### src/rtl/ddr_line_read_controller.sv
// Fetches one display line per request from the DDR frame buffer and streams the
// returned beats into the display line FIFO, tracking line address and line count.
module ddr_line_read_controller #(
  parameter int g_DDR_AXI_DWIDTH = 512,
  parameter int g_PIXEL_DWIDTH   = 32
) (
  input  logic                        sys_clk_i,
  input  logic                        rstn_i,
  input  logic [15:0]                 c_LINE_GAP,
  input  logic                        frame_start_i,
  input  logic                        line_req_i,
  input  logic [15:0]                 horiz_resolution_i,
  input  logic [37:0]                 frame_ddr_addr_i,
  input  logic                        read_ackn_i,
  input  logic                        read_done_i,
  input  logic                        rdata_valid_i,
  input  logic [g_DDR_AXI_DWIDTH-1:0] rdata_i,
  output logic                        read_req_o,
  output logic [37:0]                 read_start_addr_o,
  output logic [7:0]                  read_length_o,
  output logic                        fifo_we_o,
  output logic [g_DDR_AXI_DWIDTH-1:0] fifo_wdata_o,
  output logic                        busy_o,
  output logic [15:0]                 line_count_o,
  output logic                        missed_req_o,
  output logic                        overflow_err_o
);

  localparam int c_PPB   = g_DDR_AXI_DWIDTH / g_PIXEL_DWIDTH;
  localparam int c_SHIFT = $clog2(c_PPB);

  typedef enum logic [1:0] {
    S_IDLE    = 2'd0,
    S_REQ     = 2'd1,
    S_READING = 2'd2,
    S_BAD     = 2'd3
  } state_t;

  state_t      r_state;
  logic        r_fs_dly1, r_fs_dly2, r_lr_dly1, r_lr_dly2;
  logic [37:0] r_line_addr;
  logic [15:0] r_beats_max;
  logic [15:0] r_beat_cnt;
  logic        r_pend_frame;
  logic [7:0]  r_len;

  logic        w_frame_edge;
  logic        w_line_edge;
  logic [15:0] w_beats;
  logic        w_beat_ok;

  assign w_frame_edge      = r_fs_dly1 & ~r_fs_dly2;
  assign w_line_edge       = r_lr_dly1 & ~r_lr_dly2;
  assign w_beats           = horiz_resolution_i >> c_SHIFT;
  assign w_beat_ok         = (r_beat_cnt < r_beats_max);
  assign read_start_addr_o = r_line_addr;
  assign read_length_o     = r_len;
  assign busy_o            = (r_state != S_IDLE);

  always_ff @(posedge sys_clk_i or negedge rstn_i) begin
    if (!rstn_i) begin
      r_state        <= S_IDLE;
      r_fs_dly1      <= 1'b0;
      r_fs_dly2      <= 1'b0;
      r_lr_dly1      <= 1'b0;
      r_lr_dly2      <= 1'b0;
      r_line_addr    <= '0;
      r_beats_max    <= '0;
      r_beat_cnt     <= '0;
      r_pend_frame   <= 1'b0;
      r_len          <= '0;
      read_req_o     <= 1'b0;
      fifo_we_o      <= 1'b0;
      fifo_wdata_o   <= '0;
      line_count_o   <= '0;
      missed_req_o   <= 1'b0;
      overflow_err_o <= 1'b0;
    end else begin
      r_fs_dly1    <= frame_start_i;
      r_fs_dly2    <= r_fs_dly1;
      r_lr_dly1    <= line_req_i;
      r_lr_dly2    <= r_lr_dly1;
      missed_req_o <= 1'b0;
      fifo_we_o    <= 1'b0;

      // Requests arriving mid-line are reported and dropped, never queued
      if (r_state != S_IDLE) begin
        if (w_line_edge)  missed_req_o <= 1'b1;
        if (w_frame_edge) r_pend_frame <= 1'b1;
      end

      case (r_state)
        S_IDLE: begin
          read_req_o <= 1'b0;
          r_beat_cnt <= '0;
          // Frame start lands first so a coincident line request reads from the new base
          if (w_frame_edge) begin
            r_line_addr    <= frame_ddr_addr_i;
            line_count_o   <= '0;
            overflow_err_o <= 1'b0;
          end
          if (w_line_edge) begin
            r_beats_max <= w_beats;
            r_len       <= w_beats[7:0] - 8'd1;
            if (w_beats != 16'd0) r_state <= S_REQ;
          end
        end
        S_REQ: begin
          if (read_ackn_i) begin
            read_req_o <= 1'b0;
            r_state    <= S_READING;
          end else begin
            read_req_o <= 1'b1;
          end
        end
        S_READING: begin
          if (rdata_valid_i) begin
            if (w_beat_ok) begin
              fifo_we_o    <= 1'b1;
              fifo_wdata_o <= rdata_i;
              r_beat_cnt   <= r_beat_cnt + 16'd1;
            end else begin
              overflow_err_o <= 1'b1;
            end
          end
          // A deferred frame start replaces the normal address step at end of line
          if (read_done_i) begin
            r_state <= S_IDLE;
            if (r_pend_frame || w_frame_edge) begin
              r_line_addr    <= frame_ddr_addr_i;
              line_count_o   <= '0;
              overflow_err_o <= 1'b0;
              r_pend_frame   <= 1'b0;
            end else begin
              r_line_addr  <= r_line_addr + {22'd0, c_LINE_GAP};
              line_count_o <= line_count_o + 16'd1;
            end
          end
        end
        default: begin
          read_req_o <= 1'b0;
          r_state    <= S_IDLE;
        end
      endcase
    end
  end

endmodule

### config.mk
export PLATFORM = sky130hd
export DESIGN_NAME = ddr_line_read_controller
export DESIGN_NICKNAME = d
export VERILOG_FILES = /design/src/rtl/ddr_line_read_controller.sv
export SDC_FILE = /design/constraint.sdc
export NUM_CORES = 1
export LEC_CHECK = 0
export CAP_MARGIN = 40
export CORE_AREA = 2 2 453 455
export CTS_BUF_LIST = sky130_fd_sc_hd__clkbuf_2
export CTS_CLUSTER_DIAMETER = 200
export DETAILED_ROUTE_END_ITERATION = 10
export DIE_AREA = 0 0 455 457
export SLEW_MARGIN = 10
export SYNTH_ARGS = -nofsm -noshare
export SYNTH_HDL_FRONTEND = slang
export SYNTH_SLANG_ARGS = --single-unit
### constraint.sdc
create_clock -name sys_clk_i -period 2.9 [get_ports sys_clk_i]
set_input_delay 0.435 -clock sys_clk_i [delete_from_list [all_inputs] [get_ports sys_clk_i]]
set_output_delay 0.435 -clock sys_clk_i [all_outputs]
set_load 0.005 [all_outputs]
==> results of run 1 <==
-- per-stage QoR --
stage | cell area (µm²) | total power, mW
after global routing | 57500 | 46.3
after global placement | 40700 | 32.9
final | 57600 | 43.4
after detailed placement | 40700 | 33.1
after CTS | 55800 | 42.1
after floorplan | 25100 | 19.3
-- metal layers --
layer | track usage, % | part of all wire (%) | up-vias
li1 | - | - | 15159
met1 | 19.6 | 39 | 16134
met2 | 29.1 | 48 | 1625
met3 | 5.47 | 8.6 | 481
met4 | 7.73 | 5.0 | 26
met5 | 0 | 0.081 | -
-- synthesized netlist by cell type, drive strengths merged, types with 3 or more instances --
master / count
a21o: 8
nor3: 14
a31oi: 11
and4: 3
xnor2: 11
nand4: 11
o22ai: 11
a2bb2oi: 10
nand3: 35
a211o: 3
nor2: 48
clkbuf: 70
o311ai: 3
a21oi: 59
nand3b: 5
ha: 30
o211ai: 6
buf: 73
a211oi: 3
nor2b: 7
or3: 11
nand2: 1632
or4: 3
o21a: 4
xor2: 11
a311oi: 4
inv: 26
nor4: 6
o21ai: 69
dfrtp: 613
and3: 22
-- repair_timing --
action,CTS,global route
gates cloned,0,16
resized for setup,2809,62
hold buffers,1342,0
setup endpoints to repair,580,523
setup buffers,178,127
pin swaps,0,11
endpoints found under the hold margin,1221,0
-- state kept, by name (all words and copies together) (netlist names), 2 cells and up --
signal and count:
fifo_wdata_o 512, read_start_addr_o 38, line_count_o 16, r_beat_cnt 16, r_beats_max 12, read_length_o 8
r_state 2
-- power breakdown --
part | total [mW] | switching (mW) | internal [mW] | leakage [nW]
clock | 7.14 | 4.44 | 2.70 | 1.26
sequential | 15.3 | 2.88 | 12.4 | 7.62
combinational | 21.0 | 10.0 | 11.0 | 19.0
-- cell families (layout without fill, tap and decap cells) --
group,after synthesis,after routing,share of synthesized area (%)
simple gates,1809,1809,28.3
flops,613,613,61.0
compound gates,210,211,5.13
buf+inv,169,3280,3.17
fa+ha+maj,31,31,1.57
xor+xnor,22,22,0.767
mux,2,2,0.0846
other cells,0,53,0
-- worst reg2reg max path, stage by stage, from the launching register on --
cell,delay [ns]
sky130_fd_sc_hd__dfrtp_1,0.45
sky130_fd_sc_hd__ha_1,0.33
sky130_fd_sc_hd__and3_1,0.22
sky130_fd_sc_hd__a221oi_2,0.25
sky130_fd_sc_hd__nor2_2,0.08
sky130_fd_sc_hd__a211oi_2,0.24
sky130_fd_sc_hd__buf_4,0.19
sky130_fd_sc_hd__nand3_4,0.14
sky130_fd_sc_hd__buf_12,0.18
sky130_fd_sc_hd__buf_16,0.16
sky130_fd_sc_hd__clkbuf_16,0.27
sky130_fd_sc_hd__nand2_1,0.09
sky130_fd_sc_hd__nand2_1,0.05
-- final timing paths --
path	from	endpoint	slack (ns)	depth (start not counted)
worst min-delay path	r_lr_dly1	r_lr_dly2	0.38	0
worst max register to register	r_beat_cnt[7]	fifo_wdata_o[260]	0.06	12
worst min register to register	r_lr_dly1	r_lr_dly2	0.38	0
worst max-delay path	r_state[1]	busy_o	0.02	4
max in group asynchronous	rstn_i	read_start_addr_o[3]	1.43	7
min in group asynchronous	rstn_i	read_start_addr_o[19]	0.46	5
-- final cells by class --
| type | instances | area, µm² |
|---|---|---|
| inverters | 26 | 97.6 |
| repair buffers | 2939 | 27800 |
| clock buffers | 261 | 1310 |
| flip-flops and latches | 613 | 15400 |
| well taps | 2688 | 3360 |
| clock inverters | 54 | 368 |
| diodes | 53 | 133 |
| multi-input cells | 2075 | 9110 |
| fillers | 21233 | 146000 |
==> flow_summary_export.csv, run 1 <==
group,metric,value,unit
synth,synthesis.instances,2856,
finish,syn2layout_area_growth,129,%
global_routing,groute.usage.overall,17.2,%
synth,async_sr_flop_fraction,100,%
clock_network,cts_made_buffers,184,
floorplan,die_w,455,µm
status,outcome,"finished clean",
power,power.density_cell_area,754,nW/µm²
floorplan,design.portCount,1168,
critical_path,critical-path-slowest-cell,"sky130_fd_sc_hd__dfrtp_1",
critical_path,critical_path_class,"reg -> out",
timing,drv_slew,0,
timing,final_min_period_over_clock_period,99.2,%
finish,final_util,28.3,%
critical_path,timing.critical_path.max_delay_family,"flip-flops",
hold_path,timing.hold.worst.class,"reg -> reg",
placed_design,dpl.cell_count,6682,
clock_network,clk-insertion-delay-late,1.65,ns
clock_network,cts_num_sinks,613,
placed_design,dp.final_hpwl,140000,µm
synth,cell_type_with_the_largest_total_area_after_synthesis,"sky130_fd_sc_hd__dfrtp_1",
flow_run,timing.max_cap.violations,0,
finish,layout_common_cells,"sky130_fd_sc_hd__nand2_1 (1627), sky130_fd_sc_hd__dlygate4sd3_1 (1340), sky130_fd_sc_hd__clkdlybuf4s50_1 (583)",
clock_network,cts_tree,"built",
critical_path,crit_path_max_incr_delay,0.41,ns
detailed_routing,vias_per_cell,3.84,
timing,timing.max_slew.rel_slack,24.8,%
synth,mappedNetlistArea,25100,µm²
synth,synth_warnings,0,
clock_network,root_buffer,"sky130_fd_sc_hd__clkbuf_2",
placed_design,buffer_ports.inserted,1163,
timing,finalHoldViolCount,0,
critical_path,cp.buffers_inverters,3,
synth,synth_sequential_area_ratio,61.0,%
placed_design,routabilityCongestion,0.940,
finish,mostFrequentLayoutCell,"sky130_fd_sc_hd__nand2_1",
synth,syn_avg_cell_area,8.80,µm²
critical_path,worst-path-max-fanout,2,
clock_network,cts_max_path_buffers,3,
global_routing,grt_overflow,0,
floorplan,die_area,208000,µm²
detailed_routing,route.detailed.drc,0,
finish,layout_cell_share_with_drive_strength_beyond_1,22.8,%
detailed_routing,route.detailed.wl_per_inst,22.2,µm
power,leakage,27.9,nW
synth,yosys_register_bits,613,
clock_network,clock_pin_transition_on_the_worst_setup_and_hold_timing_paths,0.10,ns
finish,fin_cells,8709,
synth,synthTopCellsByArea,"sky130_fd_sc_hd__dfrtp_1 (61%), sky130_fd_sc_hd__nand2_1 (24%), sky130_fd_sc_hd__ha_1 (1.5%)",
synth,synthDominantCellAreaShare,61.0,%
finish,nets,6459,
detailed_routing,drt.antenna.violating_nets,0,
timing,rsz0062_at_grt,"true",
timing,setup-tns-final,0,ns
detailed_routing,wirelength,193000,µm
synth,synth-edff-count,0,
critical_path,setup.worst_path.end_class,"primary output",
critical_path,critical_path.cell_chain,"buf_8, nor2_4, inv_2, buf_6",
synth,post_synthesis_net_count,3476,
timing,fin_worst_hold_slack,0.383,ns
timing,postLayoutSetupSlackWorst,0.0235,ns
detailed_routing,vias,33425,
power,peakVddDrop,399,µV
global_routing,grt_max_degree,134,
global_routing,grt_pass1_vias,33934,
global_routing,grt_antenna_before_repair,116,
timing,achievable-frequency,348,MHz
critical_path,crit_arrival,2.44,ns
synth,ys.flop_type,"sky130_fd_sc_hd__dfrtp_1",
floorplan,floorplan.core_area,203000,µm²
global_routing,grt_pass1_wl,253000,µm
synth,post_synth_num_cell_types,63,
timing,worst_slew_pin_slew,1.13,ns
floorplan,floorplan.rows,166,
placed_design,place_ws,-0.403,ns
floorplan,floorplan.initialDensity,12.4,%
critical_path,worstSetupStartpointType,"flip-flop",
timing,min_period,2.88,ns
clock_network,htreeDepth,4,
critical_path,worst-endpoint-required,2.47,ns
timing,timing.clock.skew,0.158,ns
floorplan,dieHeight,457,µm
detailed_routing,drt-pass1-iter-count,6,
timing,report.final.setup_viol,0,
detailed_routing,drt-initial-drc-count,2265,
(Power assumes the default switching activity.)
==> run 2: changes to the inputs <==
--- a/config.mk
+++ b/config.mk
@@ -11,6 +11,7 @@
 export CTS_CLUSTER_DIAMETER = 200
 export DETAILED_ROUTE_END_ITERATION = 10
 export DIE_AREA = 0 0 455 457
+export GPL_ROUTABILITY_DRIVEN = 1
 export SLEW_MARGIN = 10
 export SYNTH_ARGS = -nofsm -noshare
 export SYNTH_HDL_FRONTEND = slang
==> results of run 2 <==
Same layout as run 1: the final DEF is identical, and so are final timing and power.
==> run 3: changes to the inputs <==
--- a/config.mk
+++ b/config.mk
@@ -12,7 +12,6 @@
 export DETAILED_ROUTE_END_ITERATION = 10
 export DIE_AREA = 0 0 455 457
 export GPL_ROUTABILITY_DRIVEN = 1
-export SLEW_MARGIN = 10
 export SYNTH_ARGS = -nofsm -noshare
 export SYNTH_HDL_FRONTEND = slang
 export SYNTH_SLANG_ARGS = --single-unit
==> results of run 3 <==
Same layout as run 1: the final DEF is identical, and so are final timing and power.
